--- src/rtl/gsim_pkg.sv ---
// Shared definitions for the Gauss-Seidel solver datapath.
package gsim_pkg;

    localparam int unsigned GSIM_N   = 16;
    localparam int unsigned SOL_W    = 32;
    localparam int unsigned SOL_FRAC = 16;

    // Read-side sequencer of the result sink.
    typedef enum logic {
        RD_IDLE   = 1'b0,
        RD_STREAM = 1'b1
    } rd_state_t;

    // One solver output word, signed Q16.16.
    typedef logic [SOL_W-1:0] sol_word_t;

endpackage

--- src/rtl/gsim_result_sink_q_round_sat.sv ---
// Fixed-point re-quantiser: round half toward +inf, then saturate to OUT_W bits.
module q_round_sat #(
    parameter int unsigned IN_W     = 32,
    parameter int unsigned IN_FRAC  = 16,
    parameter int unsigned OUT_W    = 16,
    parameter int unsigned OUT_FRAC = 4
)(
    input  logic [IN_W-1:0]  i_data,
    output logic [OUT_W-1:0] o_data_c,
    output logic             o_sat_c
);

    localparam int unsigned SHIFT = IN_FRAC - OUT_FRAC;
    localparam int unsigned EXT_W = IN_W + 1;

    // One extra bit keeps the rounding add from overflowing.
    localparam logic signed [EXT_W-1:0] HALF  = EXT_W'(1) << (SHIFT - 1);
    localparam logic signed [EXT_W-1:0] MAX_V = (EXT_W'(1) << (OUT_W - 1)) - EXT_W'(1);
    localparam logic signed [EXT_W-1:0] MIN_V = ~MAX_V;

    logic signed [EXT_W-1:0] w_ext;
    logic signed [EXT_W-1:0] w_sum;
    logic signed [EXT_W-1:0] w_shr;

    // Sign-extend, add half an output LSB, arithmetic shift, clip.
    always_comb begin
        w_ext    = {i_data[IN_W-1], i_data};
        w_sum    = w_ext + HALF;
        w_shr    = w_sum >>> SHIFT;
        o_data_c = w_shr[OUT_W-1:0];
        o_sat_c  = 1'b0;
        if (w_shr > MAX_V) begin
            o_data_c = MAX_V[OUT_W-1:0];
            o_sat_c  = 1'b1;
        end else if (w_shr < MIN_V) begin
            o_data_c = MIN_V[OUT_W-1:0];
            o_sat_c  = 1'b1;
        end
    end

endmodule

--- src/rtl/gsim_result_sink.sv ---
// Captures solver solution vectors into a ping-pong buffer and streams them
// out over valid/ready so the solver never waits on the consumer.
module gsim_result_sink
    import gsim_pkg::*;
#(
    parameter int unsigned N        = GSIM_N,
    parameter int unsigned OUT_W    = 16,
    parameter int unsigned OUT_FRAC = 4
)(
    input  logic                 clk,
    input  logic                 reset,
    input  logic                 sol_valid,
    input  sol_word_t            sol_data,
    output logic                 m_valid,
    input  logic                 m_ready,
    output logic [OUT_W-1:0]     m_data,
    output logic [$clog2(N)-1:0] m_index,
    output logic                 m_last,
    output logic                 err_drop,
    output logic                 sat_flag,
    output logic [7:0]           frame_cnt
);

    localparam int unsigned      IDX_W    = $clog2(N);
    localparam logic [IDX_W-1:0] LAST_IDX = IDX_W'(N - 1);

    // Write side
    logic             r_cap_en;
    logic             r_wr_bank;
    logic [IDX_W-1:0] r_wr_idx;
    logic             r_frame_ok;
    logic             r_err_drop;
    logic             r_sat_flag;
    logic [7:0]       r_frame_cnt;

    // Storage and occupancy
    logic [OUT_W-1:0] r_bank [2][N];
    logic [1:0]       r_full;

    // Read side
    rd_state_t        r_state;
    logic             r_rd_bank;
    logic [IDX_W-1:0] r_rd_idx;

    logic [OUT_W-1:0] w_conv;
    logic             w_conv_sat;
    logic             w_handshake;
    logic             w_free;
    logic             w_frame_start;
    logic             w_tgt_full;
    logic             w_word_ok;
    logic             w_wr_en;
    logic             w_wr_done;
    logic [1:0]       w_bank_ready;

    q_round_sat #(
        .IN_W     (SOL_W),
        .IN_FRAC  (SOL_FRAC),
        .OUT_W    (OUT_W),
        .OUT_FRAC (OUT_FRAC)
    ) u_conv (
        .i_data   (sol_data),
        .o_data_c (w_conv),
        .o_sat_c  (w_conv_sat)
    );

    // Outputs come straight from state, read index and the bank mux.
    assign m_valid   = (r_state == RD_STREAM);
    assign m_index   = r_rd_idx;
    assign m_last    = m_valid && (r_rd_idx == LAST_IDX);
    assign m_data    = m_valid ? r_bank[r_rd_bank][r_rd_idx] : '0;
    assign err_drop  = r_err_drop;
    assign sat_flag  = r_sat_flag;
    assign frame_cnt = r_frame_cnt;

    // Handshake, bank free, and the accept decision for the current word.
    always_comb begin
        w_handshake   = m_valid && m_ready;
        w_free        = w_handshake && m_last;
        w_frame_start = r_cap_en && (r_wr_idx == '0);
        // A bank released this very cycle counts as empty for a new frame.
        w_tgt_full    = r_full[r_wr_bank] && !(w_free && (r_rd_bank == r_wr_bank));
        w_word_ok     = (r_wr_idx == '0) ? !w_tgt_full : r_frame_ok;
        w_wr_en       = r_cap_en && w_word_ok;
        w_wr_done     = w_wr_en && (r_wr_idx == LAST_IDX);
        // Banks that will hold a complete frame after this edge.
        w_bank_ready  = r_full;
        if (w_wr_done) begin
            w_bank_ready[r_wr_bank] = 1'b1;
        end
    end

    // Align the capture strobe with the word the solver presents a cycle later.
    always_ff @(posedge clk or posedge reset) begin
        if (reset) begin
            r_cap_en <= 1'b0;
        end else begin
            r_cap_en <= sol_valid;
        end
    end

    // Write counters, frame accept tracking and sticky status.
    always_ff @(posedge clk or posedge reset) begin
        if (reset) begin
            r_wr_bank   <= 1'b0;
            r_wr_idx    <= '0;
            r_frame_ok  <= 1'b0;
            r_err_drop  <= 1'b0;
            r_sat_flag  <= 1'b0;
            r_frame_cnt <= 8'd0;
        end else if (r_cap_en) begin
            // Index advances even for dropped frames so boundaries stay aligned.
            r_wr_idx <= r_wr_idx + IDX_W'(1);
            if (w_frame_start) begin
                r_frame_ok <= !w_tgt_full;
                if (w_tgt_full) begin
                    r_err_drop <= 1'b1;
                end
            end
            if (w_wr_en && w_conv_sat) begin
                r_sat_flag <= 1'b1;
            end
            if (w_wr_done) begin
                r_wr_bank   <= ~r_wr_bank;
                r_frame_cnt <= r_frame_cnt + 8'd1;
            end
        end
    end

    // Ping-pong storage.
    always_ff @(posedge clk or posedge reset) begin
        if (reset) begin
            for (int b = 0; b < 2; b++) begin
                for (int i = 0; i < int'(N); i++) begin
                    r_bank[b][i] <= '0;
                end
            end
        end else if (w_wr_en) begin
            r_bank[r_wr_bank][r_wr_idx] <= w_conv;
        end
    end

    // Bank occupancy: set by the last captured word, cleared by the last handshake.
    always_ff @(posedge clk or posedge reset) begin
        if (reset) begin
            r_full <= 2'b00;
        end else begin
            for (int b = 0; b < 2; b++) begin
                if (w_wr_done && (r_wr_bank == 1'(b))) begin
                    r_full[b] <= 1'b1;
                end else if (w_free && (r_rd_bank == 1'(b))) begin
                    r_full[b] <= 1'b0;
                end
            end
        end
    end

    // Read sequencer: stream the oldest full bank, chain banks without a bubble.
    always_ff @(posedge clk or posedge reset) begin
        if (reset) begin
            r_state   <= RD_IDLE;
            r_rd_bank <= 1'b0;
            r_rd_idx  <= '0;
        end else begin
            case (r_state)
                RD_IDLE: begin
                    if (w_bank_ready[r_rd_bank]) begin
                        r_state <= RD_STREAM;
                    end
                end
                RD_STREAM: begin
                    if (m_ready) begin
                        if (r_rd_idx == LAST_IDX) begin
                            r_rd_bank <= ~r_rd_bank;
                            r_rd_idx  <= '0;
                            r_state   <= w_bank_ready[~r_rd_bank] ? RD_STREAM : RD_IDLE;
                        end else begin
                            r_rd_idx <= r_rd_idx + IDX_W'(1);
                        end
                    end
                end
                default: begin
                    r_state <= RD_IDLE;
                end
            endcase
        end
    end

endmodule

--- config.mk ---
export PLATFORM = sky130hd
export DESIGN_NAME = gsim_result_sink
export DESIGN_NICKNAME = d
export VERILOG_FILES = /design/src/rtl/gsim_pkg.sv /design/src/rtl/gsim_result_sink_q_round_sat.sv /design/src/rtl/gsim_result_sink.sv
export SDC_FILE = /design/constraint.sdc
export NUM_CORES = 1
export LEC_CHECK = 0
export CAP_MARGIN = 20
export CORE_MARGIN = 4
export CORE_UTILIZATION = 55
export CTS_BUF_LIST = sky130_fd_sc_hd__clkbuf_8
export DETAILED_ROUTE_END_ITERATION = 10
export PLACE_DENSITY = 0.75
export SLEW_MARGIN = 20
export SYNTH_ARGS = -nofsm -noshare
export SYNTH_HDL_FRONTEND = slang
export SYNTH_SLANG_ARGS = --single-unit
--- constraint.sdc ---
create_clock -name clk -period 24.8 [get_ports clk]
set_clock_uncertainty 0.15 [all_clocks]
set_input_delay 3.72 -clock clk [delete_from_list [all_inputs] [get_ports clk]]
set_output_delay 3.72 -clock clk [all_outputs]
set_load 0.1 [all_outputs]
# Word-level counts from Yosys, hierarchy flattened
# Index checks and enable logic that the tools add are counted.
# totals
latch_bits,0
mem_count,0
ramBits,0
register_bits,537
input_bits,36
rom_bits,0
# classes
n_mul,0
reduce_logical,27
div,0
bitwise_logic,8
add_sub_neg,4
magnitude_cmp,12
mux,36
eq_ne,3
n_shift,0
# ops
op,count
256-bit 2-to-1 mux,4
512-bit bitwise mux,1
256-bit demux with 1-bit select,1
16-bit 2-to-1 mux,6
16-bit binary-select mux with 4-bit select,1
16-bit demux with 4-bit select,1
"32-bit by 13-bit adder with 33-bit output, second input constant",1
"21-bit by 16-bit > comparator with 1-bit output, second input constant",1
"21-bit by 16-bit less-than comparator with 1-bit output, second input constant",1
1-bit 2-to-1 mux,18
1-bit logical AND,16
"5-bit >= comparator, second input constant",2
4-bit inverter with 5-bit output,2
"4-bit by 1-bit adder with 4-bit output, second input constant",2
"8-bit by 1-bit adder with 8-bit output, second input constant",1
"4-bit == test, second input constant",2
2-bit AND reduction,4
"1-bit by 2-bit less-than comparator with 1-bit output, second input constant",3
3-bit AND reduction,2
"5-bit by 1-bit less-than comparator with 1-bit output, second input constant",1
"2-bit >= comparator, second input constant",2
4-bit logical NOT,1
4-bit 2-to-1 mux,1
1-bit inverter with 2-bit output,2
10 further kinds,14

# Longest topological paths before layout
# depth
word_depth,17
mapped_depth,12

# Modules after synthesis
# Synthesis repeated with hierarchy kept, for this count alone.
# hier_totals
cells_unflattened,1681
hier_area_um2,25161.6
# modules_own_cells
mod,n_inst,seq_area_each_um2,cells_each,area_per_inst_um2
gsim_result_sink,1,13437.9,1584,24551.0
q_round_sat,1,0.0,97,610.6

# Least setup slack after synthesis
# Ideal clock, no wire load.
# synth_timing
path_kind,register -> output
start,"reg r_rd_idx[0], in the netlist m_index[0]"
end,out m_data[6]
path_stages_with_launch,9
arrival_ps,4112
setup_slack_ps,16818
cell_sequence,dfrtp_1 > clkbuf_1 > buf_2 > buf_1 > buf_2 > mux4_2 > mux4_2 > mux2i_1 > nor2b_1
# synth_via
elab_chain_len,5
# synth_lines
element,line_no,rtl
start: declaration,gsim_result_sink.sv:43,logic [IDX_W-1:0] r_rd_idx;
start signal: assignment,gsim_result_sink.sv:178,r_rd_idx <= r_rd_idx + IDX_W'(1);
4-bit inverter with 5-bit output (implied by the code),gsim_result_sink.sv:71,assign m_data = m_valid ? r_bank[r_rd_bank][r_rd_idx] : '0;
16-bit binary-select mux with 4-bit select,gsim_result_sink.sv:71,
16-bit 2-to-1 mux (implied by the code) (2 in a row),gsim_result_sink.sv:71,
16-bit 2-to-1 mux,gsim_result_sink.sv:71,
end: declaration,gsim_result_sink.sv:16,"output logic [OUT_W-1:0] m_data,"
# No other way between the ends. The select of a mux whose other input is x is not followed.

# Worst setup path after layout
# layout_timing
start,reg r_rd_bank
end,out m_data[15]
# layout_via
elab_chain_len,8
# layout_lines
element,line_no,rtl
start: declaration,gsim_result_sink.sv:42,logic r_rd_bank;
start signal: assignment,gsim_result_sink.sv:174,r_rd_bank <= ~r_rd_bank;
1-bit inverter with 2-bit output (implied by the code),gsim_result_sink.sv:71,
256-bit 2-to-1 mux (implied by the code) (3 in a row),gsim_result_sink.sv:71,
16-bit binary-select mux with 4-bit select,gsim_result_sink.sv:71,
16-bit 2-to-1 mux (implied by the code) (2 in a row),gsim_result_sink.sv:71,
16-bit 2-to-1 mux,gsim_result_sink.sv:71,
# No other way between the ends. The select of a mux whose other input is x is not followed.

==> flow_metrics.env <==
export IMPL_synth_edf_count=0
export IMPL_stdcell_area_um2=28790
export IMPL_synthArstFlopShare_pct=100.0
export IMPL_core_area_um2=46650
export IMPL_grt_start_max_net_pins=112
export IMPL_antenna_cells=0
export IMPL_gp_congestion=0.9315
export IMPL_setup_violations=0
export IMPL_rsz0062_at_grt="no"
export IMPL_worstSetupStartpointType="register"
export IMPL_crit_path_end_kind="output port"
export IMPL_slew_headroom_pct=28.66
export IMPL_drv_slew=0
export IMPL_post_cts_buffers=0
export IMPL_cp_required_ps=20930
export IMPL_grt_use_total_pct=26.74
export IMPL_synth_top_cell_area_share_pct=51.73
export IMPL_synth_top_family_by_area="compound AO/OA/AOI/OAI gates"
export IMPL_status="completed"
export IMPL_drc=0
export IMPL_switching_share_pct=38.28
export IMPL_synth_ff_latch_count=537
export IMPL_setup_tns_ps=0
export IMPL_fp_dieW_um=225.3
export IMPL_yosys_area_share_simple_pct=11.96
export IMPL_cts_resized=0
export IMPL_hold_viol_final=0
export IMPL_antenna_found_initial=0
export IMPL_crit_fanout=61
export IMPL_ioPinCount=68
export IMPL_synth_adder_area_share_pct=0.3372
export IMPL_gr_total_overflow=0
export IMPL_path_clk_slew_ps=60
export IMPL_vias=18960
export IMPL_chipHeight_um=225.3
export IMPL_post_synth_inst_count=2293
export IMPL_cts_tree="yes"
export IMPL_fmax_mhz=104.2
export IMPL_holdCritPathClass="register to register"
export IMPL_hpwl_mm=40.64
export IMPL_pwr_share_clk_pct=21.9
export IMPL_hold_path_depth=1
export IMPL_start_util_pct=55.67
export IMPL_yosysWarningCount=0
export IMPL_pre_cts_ws_ps=15840
export IMPL_io_buffers=56
export IMPL_synth_compound_area_share_pct=15.75
export IMPL_htree_levels=3
export IMPL_power_density_nw_per_um2=126.8
export IMPL_p_sw_mw=1.397
export IMPL_synthesis_area_um2=25970
export IMPL_syn_to_final_growth_pct=10.83
export IMPL_drive_gt1_share_pct=17.90
export IMPL_nets=2305
export IMPL_postRouteAntennaNets=0
export IMPL_synth_area_leader_cell="dfrtp_1"
export IMPL_fill_cells=3555
export IMPL_crit_type="register to output port"
export IMPL_cts_root_buf="clkbuf_8"
export IMPL_routed_wl_mm=66.42
export IMPL_ys_seq_area_share_pct=51.73
export IMPL_rr_worst_depth=7
export IMPL_ir_worst_vdd_v=0.0001477
export IMPL_insertion_delay_ps=660
export IMPL_worstPathArrival_ps=5730
export IMPL_min_period_ps=9596
export IMPL_setup_ws_ps=15200
export IMPL_drt_iter0_markers=2051
export IMPL_maxCapViolations=0
export IMPL_cts_buffer_depth=3
export IMPL_syn_nets=2336
export IMPL_synthMuxAreaShare_pct=14.61
export IMPL_synth_most_common_cell="dfrtp_1"
export IMPL_p_leak_nw=12.20
export IMPL_finalCritPeriodShare_pct=38.70
export IMPL_ys_types=53
export IMPL_synthXorXnorAreaFrac_pct=1.286
export IMPL_combPwrFrac_pct=39.3
export IMPL_intPower_mw=2.253
export IMPL_cts_sinks=537
export IMPL_synth_main_ff_cell="dfrtp_1"
export IMPL_place_area_um2=26940
export IMPL_drt_first_pass_iters=8
export IMPL_cts_made_buffers=84
export IMPL_rows=79
export IMPL_grt_pass1_wl_mm=106.5
export IMPL_postSynthAreaPerCell_um2=11.33
export IMPL_worstMarginPinSlew_ps=1056
export IMPL_wire_per_inst_um=22.62
export IMPL_avgViaCountPerCell=6.455
export IMPL_hold_buffers=0
export IMPL_seqPwrFrac_pct=38.7
export IMPL_die_area_um2=50770
export IMPL_synth_commonest_cells="dfrtp_1, nand2_1, o31ai_1, clkbuf_1, mux4_2"
export IMPL_grt_pass1_vias=18770
export IMPL_synthTopCellsByArea="dfrtp_1, mux4_2, o31ai_1"
==> stage by stage <==
step / instances / util, % / hold WS [ps] / power, mW
final: 2937 / 61.70 / 320.9 / 3.650
after global routing: 2937 / 61.70 / 337.1 / 3.848
after CTS: 2937 / 61.70 / 324.3 / 3.659
after detailed placement: 2783 / 57.74 / 306.6 / 2.859
after global placement: 2783 / 57.69 / 303.3 / 2.790
after floorplan: 2293 / - / 291.8 / 2.485
==> cell type report <==
type / count / area [um^2] / area share (%)
Sequential cell: 537 / 13450 / 46.71
Timing Repair Buffer: 127 / 1106 / 3.842
Inverter: 14 / 60.06 / 0.2086
Tap cell: 607 / 759.5 / 2.638
Clock buffer: 116 / 1597 / 5.546
Multi-Input combinational cell: 1498 / 11570 / 40.18
Clock inverter: 38 / 251.5 / 0.8736
==> cells by family after synthesis <==
logic type	count (synthesis)
AO/OA/AOI/OAI	574
XOR/XNOR	36
adder cells (fa/ha/maj)	7
buffers and inverters	258
flip-flops	537
multiplexers	179
AND/OR/NAND/NOR	702
==> metal layers <==
metal	wire length, um	share of wire [%]	GRT usage (%)
met1	27240	41	37.68
met2	31860	48	42.96
met3	5551	8.4	4.846
met4	1767	2.7	8.773
met5	0	0	0
==> critical path, cell delays in order, from the launching register on <==
cell             delay [ps]
dfrtp_4                 860
buf_4                   710
buf_4                   900
mux4_2                  610
mux4_2                  520
mux2i_1                 290
nor2b_1                  90
clkdlybuf4s50_1         990
==> power by group through the flow <==
stage               logic [mW]  registers, mW  clock network [mW]
floorplan                 1.11           1.37                   0
CTS                       1.44           1.41               0.812
global route              1.54           1.45               0.854
detailed placement        1.44           1.42                   0
global placement          1.39           1.40                   0
finish                    1.44           1.41               0.800
==> layout by cell type, fill, tap and decap left out, types with 9 or more instances in the layout <==
master / n
dfrtp_1: 533
nand2_1: 514
o31ai_1: 361
mux4_2: 160
clkbuf_8: 116
o21ai_0: 89
nor2_1: 75
buf_4: 70
clkdlybuf4s50_1: 56
a221oi_1: 45
inv_1: 34
xnor2_1: 23
a21oi_1: 21
a211oi_1: 20
nor2b_1: 19
nand3_1: 17
mux2i_1: 17
nor4_4: 14
xor2_1: 12
a21oi_2: 11
clkinv_2: 11
and2_1: 10
nand4_1: 9
==> state kept, by name (all words and copies together), names as in the netlist <==
| signal | cells |
|---|---|
| err_drop | 1 |
| frame_cnt | 8 |
| m_index | 4 |
| m_valid | 1 |
| r_bank | 512 |
| r_cap_en | 1 |
| r_frame_ok | 1 |
| r_full | 2 |
| r_rd_bank | 1 |
| r_wr_bank | 1 |
| r_wr_idx | 4 |
| sat_flag | 1 |
==> final timing paths <==
path                                        start                 endpoint  slack [ps]
max                         r_rd_bank$_DFFE_PP0P_               m_data[15]       15200
min                          err_drop$_DFFE_PP0P_     err_drop$_DFFE_PP0P_         320
max reg2reg                m_index[0]$_DFFE_PP0P_  r_bank[487]$_DFFE_PP0P_       21080
min reg2reg                  err_drop$_DFFE_PP0P_     err_drop$_DFFE_PP0P_         320
max in group asynchronous                   reset  r_bank[436]$_DFFE_PP0P_       18730
min in group asynchronous                   reset  r_bank[317]$_DFFE_PP0P_        3450
(Power assumes the default switching activity.)
==> edit 1, RTL diff (same settings) <==
Change the package constant `SOL_W` from 32 to 64.
--- a/src/rtl/gsim_pkg.sv
+++ b/src/rtl/gsim_pkg.sv
@@ -2,7 +2,7 @@
 package gsim_pkg;
 
     localparam int unsigned GSIM_N   = 16;
-    localparam int unsigned SOL_W    = 32;
+    localparam int unsigned SOL_W    = 64;
     localparam int unsigned SOL_FRAC = 16;
 
     // Read-side sequencer of the result sink.
Ports: changed (resized sol_data); port bits go from 68 to 100. The function was not compared with the original's and may differ.
==> edit 1 against the original RTL <==
- hold slack improved by 0.0024 ns
- area after synthesis increased by 6.9%
- wire length increased by 33%
- setup slack improved by 0.74 ns
- design area increased by 7.3%
- first-iteration DRC count increased by 42%
- sequential power increased by 6%
- total power increased by 8.7%
- via count increased by 25%
- sequential cell count unchanged
- core utilization about the same
- register-to-register slack got worse by 2.6 ns
- highest routed layer is now met5
==> edit 1: results <==
set metrics [dict create \
    detail_route.wl_per_cell_um 23.76 \
    dr.first_iter.drc_count 2910 \
    peakVddDrop_mv 0.1909 \
    root_buffer "clkbuf_8" \
    placed_cell_area_mm2 0.02902 \
    grt_usage_pct 33.11 \
    antenna_found_initial 4 \
    hold_buffers 0 \
    dr_wl_met3_um 10360 \
    synth-async-reset-ratio_pct 100.0 \
    cts_buffers 88 \
    cts_buffer_depth 3 \
    p_leak_nw 13.83 \
    cts_setup_buffers 0 \
    top_register "r_bank" \
    fin_nets 3052 \
    tightest_slew_ns 1.197 \
    postRouteWirelength_um 88220 \
    status "completed" \
    top_layer "met5" \
    max_stage_delay_ns 1.03 \
    grt_util_met2_pct 51.55 \
    min_path_type "reg -> reg" \
    synth_common_cells "nand2_1, dfrtp_1, nand3_1" \
    grt_pass1_vias 23810 \
    cts.clk_slew.worst_paths_ns 0.07 \
    wl_met2_um 41060 \
    final_layout_size_suffix_gt1_share_pct 13.98 \
    synth-main-ff-cell "dfrtp_1" \
    use_met1_pct 43.11 \
    largest_reg_flops 512 \
    worstPathArrival_ns 4.98 \
    dp_slack_ns 16.03 \
    switching_share_pct 41.01 \
    yosysWarnings 0 \
    critPathSlowestCell "clkdlybuf4s50_1" \
    ys_seq_area_share_pct 48.41 \
    use_met3_pct 9.048 \
    path_max_fanout 100 \
    dpl.hpwl_um 55710 \
    dp_cells 3558 \
    worstSkewPairLatency_ns 0.69 \
    grt_pass1_wl_um 137500 \
    viasPerCell 6.367 \
    io_buffers 88 \
    ys_types 62 \
    h-tree-depth 3 \
    dr.pass1.iters 6 \
    synth_area_leaders "dfrtp_1, nand2_1, mux4_2, nand3_1, clkbuf_1" \
    syn_nets 3038 \
    wl_met1_um 32260 \
    gp_congestion 0.9168 \
    cts_resized 0 \
    critical-path-top-delay-family "buffers and inverters" \
    grt_max_degree 101 \
    synth_area_per_cell_um2 9.368 \
]
-- edit 1: changes by cell type after synthesis, sizes merged, moves of 8 or more --
cell	unedited run	this run
a21oi	36	6
nand3	17	530
nand4	10	52
buf	80	121
clkbuf	164	111
o31ai	362	7
nor2b	19	4
and3	3	11
nand2	516	1077
a221oi	45	0
o21ai	91	57
o211ai	0	35
a211oi	20	1
-- edit 1: final timing paths --
kind	end	slack, ns	cells after the start	start
setup / recovery	m_data[11]	15.95	6	m_index[0]
hold / removal	r_bank[112]	0.32	2	r_bank[112]
setup reg to reg	r_bank[167]	18.51	11	m_index[0]
hold reg to reg	r_bank[112]	0.32	2	r_bank[112]
max in group asynchronous	r_bank[201]	17.57	6	reset
min in group asynchronous	r_bank[35]	3.37	2	reset
-- edit 1: area by class of cell --
cell class | instances | area [um^2]
Tap cell | 672 | 840.8
Antenna cell | 1 | 2.502
Inverter | 10 | 45.04
Clock buffer | 114 | 1569
Sequential cell | 537 | 13450
Multi-Input combinational cell | 2184 | 13290
Clock inverter | 39 | 274.0
Timing Repair Buffer | 156 | 1415
Fill cell | 4096 | 19180
-- edit 1: cells by family after synthesis --
family | after synthesis | synth area share [%]
compound gates | 126 | 3.579
xor+xnor | 49 | 1.546
fa+ha+maj | 7 | 0.3155
buf+inv | 242 | 3.886
flops | 537 | 48.41
mux | 179 | 13.68
simple gates | 1823 | 28.58
-- edit 1: power by group through the flow --
stage	Clock, mW	Combinational, mW	Sequential [mW]
after floorplan	0	1.20	1.43
after global placement	0	1.60	1.47
after detailed placement	0	1.64	1.50
after CTS	0.819	1.64	1.49
after global routing	0.859	1.76	1.53
final	0.813	1.66	1.50
-- edit 1: worst min-delay path: stages, from the launching register on --
cell     delay [ns]
dfrtp_1        0.33
nand2_1        0.05
nand3_1        0.06
==> edit 2, RTL diff (same flow settings) <==
Made on the original files. Register the output `frame_cnt` once more; this adds one clock of latency there. The other outputs are not delayed to match.
--- a/src/rtl/gsim_result_sink.sv
+++ b/src/rtl/gsim_result_sink.sv
@@ -71,7 +71,9 @@
     assign m_data    = m_valid ? r_bank[r_rd_bank][r_rd_idx] : '0;
     assign err_drop  = r_err_drop;
     assign sat_flag  = r_sat_flag;
-    assign frame_cnt = r_frame_cnt;
+    always_ff @(posedge clk) begin
+        frame_cnt <= r_frame_cnt;
+    end
 
     // Handshake, bank free, and the accept decision for the current word.
     always_comb begin
Check against the original RTL: no difference found for any inputs over 4 cycles, from zero or initial values and one cycle with reset high; that may be too few to reach the edited logic, so the function may still have changed.
==> edit 2 against the original RTL <==
- hold slack got worse by 0.069 ns
- critical endpoint is now m_data[1]
- via count grew 4.9%
- largest power group unchanged
- die area increased by 6.3%
- critical path type unchanged
- total power increased by 6.1%
- cell count is 0.89% higher
- core utilization shrank 0.23 points
- wire length rose by 7.3%
- sequential cell count increased by 8
- design area grew 5.4%
- setup slack better by 0.58 ns
- area after synthesis up 6.5%
==> edit 2: results <==
set metrics [dict create \
    synth_area_leaders "dfrtp_1, mux4_2, o41ai_2, nand2_1, a31oi_1" \
    num-fill-cells 3792 \
    status "completed" \
    dp_slack_ns 15.51 \
    grt_pass1_vias 20266 \
    min_delay_worst_endpoint "frame_cnt[7]" \
    syn_nets 2361 \
    synth_common_cells "dfrtp_1, nand2_1, nor2_1" \
    yosysWarnings 0 \
    grt_util_met2_pct 42.86 \
    antenna_found_initial 1 \
    dpl.hpwl_um 43170 \
    dr.pass1.iters 6 \
    grt_pass1_wl_um 114200 \
    r2r_slack_ns 19.89 \
    io_buffers 56 \
    multiInputGateArea_mm2 0.01301 \
    ys_seq_area_share_pct 49.15 \
    final_layout_size_suffix_gt1_share_pct 25.84 \
    viasPerCell 6.711 \
    worstHoldStart "r_frame_cnt[7]" \
    min_path_type "reg -> reg" \
    peakVddDrop_mv 0.2506 \
    use_met3_pct 5.557 \
    worstPathArrival_ns 5.15 \
    path_max_fanout 53 \
    grt_max_degree 132 \
    slew_headroom_pct 22.42 \
    cts_buffers 91 \
    root_buffer "clkbuf_8" \
    grt_usage_pct 26.74 \
    use_met1_pct 36.01 \
    r2r_start "m_index[0]" \
    cts_buffer_depth 3 \
    postRouteWirelength_um 71290 \
    dr.first_iter.drc_count 2083 \
    synth-async-reset-ratio_pct 98.53 \
    fin_nets 2271 \
    hold_depth 0 \
    ys_types 51 \
    gp_congestion 0.8318 \
    dp_cells 2795 \
    timing.rr.end "r_bank[508]" \
    cts_resized 0 \
    synth_area_per_cell_um2 11.94 \
    p_leak_nw 12.00 \
    placed_cell_area_mm2 0.02833 \
    worstSkewPairLatency_ns 0.68 \
    reg_top3 "r_bank x512, frame_cnt x8, r_frame_cnt x8" \
    final_cells 2963 \
    cts_setup_buffers 0 \
]
-- edit 2: metrics by stage --
step / hold WS [ns] / total power [mW]
after floorplan: 0.2164 / 2.637
after global placement: 0.2335 / 2.958
after detailed placement: 0.2441 / 3.037
after CTS: 0.2574 / 3.872
after global routing: 0.2666 / 4.067
final: 0.2521 / 3.872
-- edit 2: how the worst max path moves through the flow --
stage,from,depth (start not counted),end,slack [ns]
3_5_place_dp,sol_data[19],9,r_bank[11],15.51
3_3_place_gp,sol_data[19],9,r_bank[36],15.73
4_1_cts,m_index[0],6,m_data[1],15.70
2_1_floorplan,reset,1,err_drop,5.92
6_report,m_index[0],6,m_data[1],15.78
5_1_grt,m_index[0],6,m_data[1],15.55
-- edit 2: logic make-up (layout without fill, tap and decap cells) --
family                     count (synthesis)  after routing  synth area share [%]
AOI/OAI and AO/OA                        543            543                 20.57
xor gates and xnor gates                  28             28                0.8863
adders and majority gates                  7              7                0.3165
buffers and inverters                    291            272                 4.631
DFF                                      545            545                 49.15
muxes                                    178            178                 13.68
and+or+nand+nor                          726            726                 10.77
-- edit 2: worst max-delay path: stages, from the launching register on --
cell             delay (ns)
dfrtp_4                1.09
buf_4                  0.80
mux4_2                 0.60
mux4_2                 0.53
mux2i_1                0.33
nor2_1                 0.11
clkdlybuf4s50_1        1.00
-- edit 2: layout make-up --
cell class | count | share of cell area [%]
Clock buffer | 114 | 5.171
Clock inverter | 50 | 1.142
Inverter | 6 | 0.09896
Multi-Input combinational cell | 1482 | 42.87
Sequential cell | 545 | 44.85
Tap cell | 664 | 2.738
Timing Repair Buffer | 102 | 3.126
-- edit 2: where the power goes --
part	internal [mW]	switching, mW
sequential	1.21	0.232
combinational	0.696	0.905
clock	0.465	0.369
total	2.37	1.51
-- edit 2: routing by layer --
layer | vias to the layer above | part of all wire, %
li1 | 8561 | -
met1 | 10274 | 40
met2 | 868 | 48
met3 | 179 | 7.4
met4 | 2 | 4.0
met5 | - | 0.011
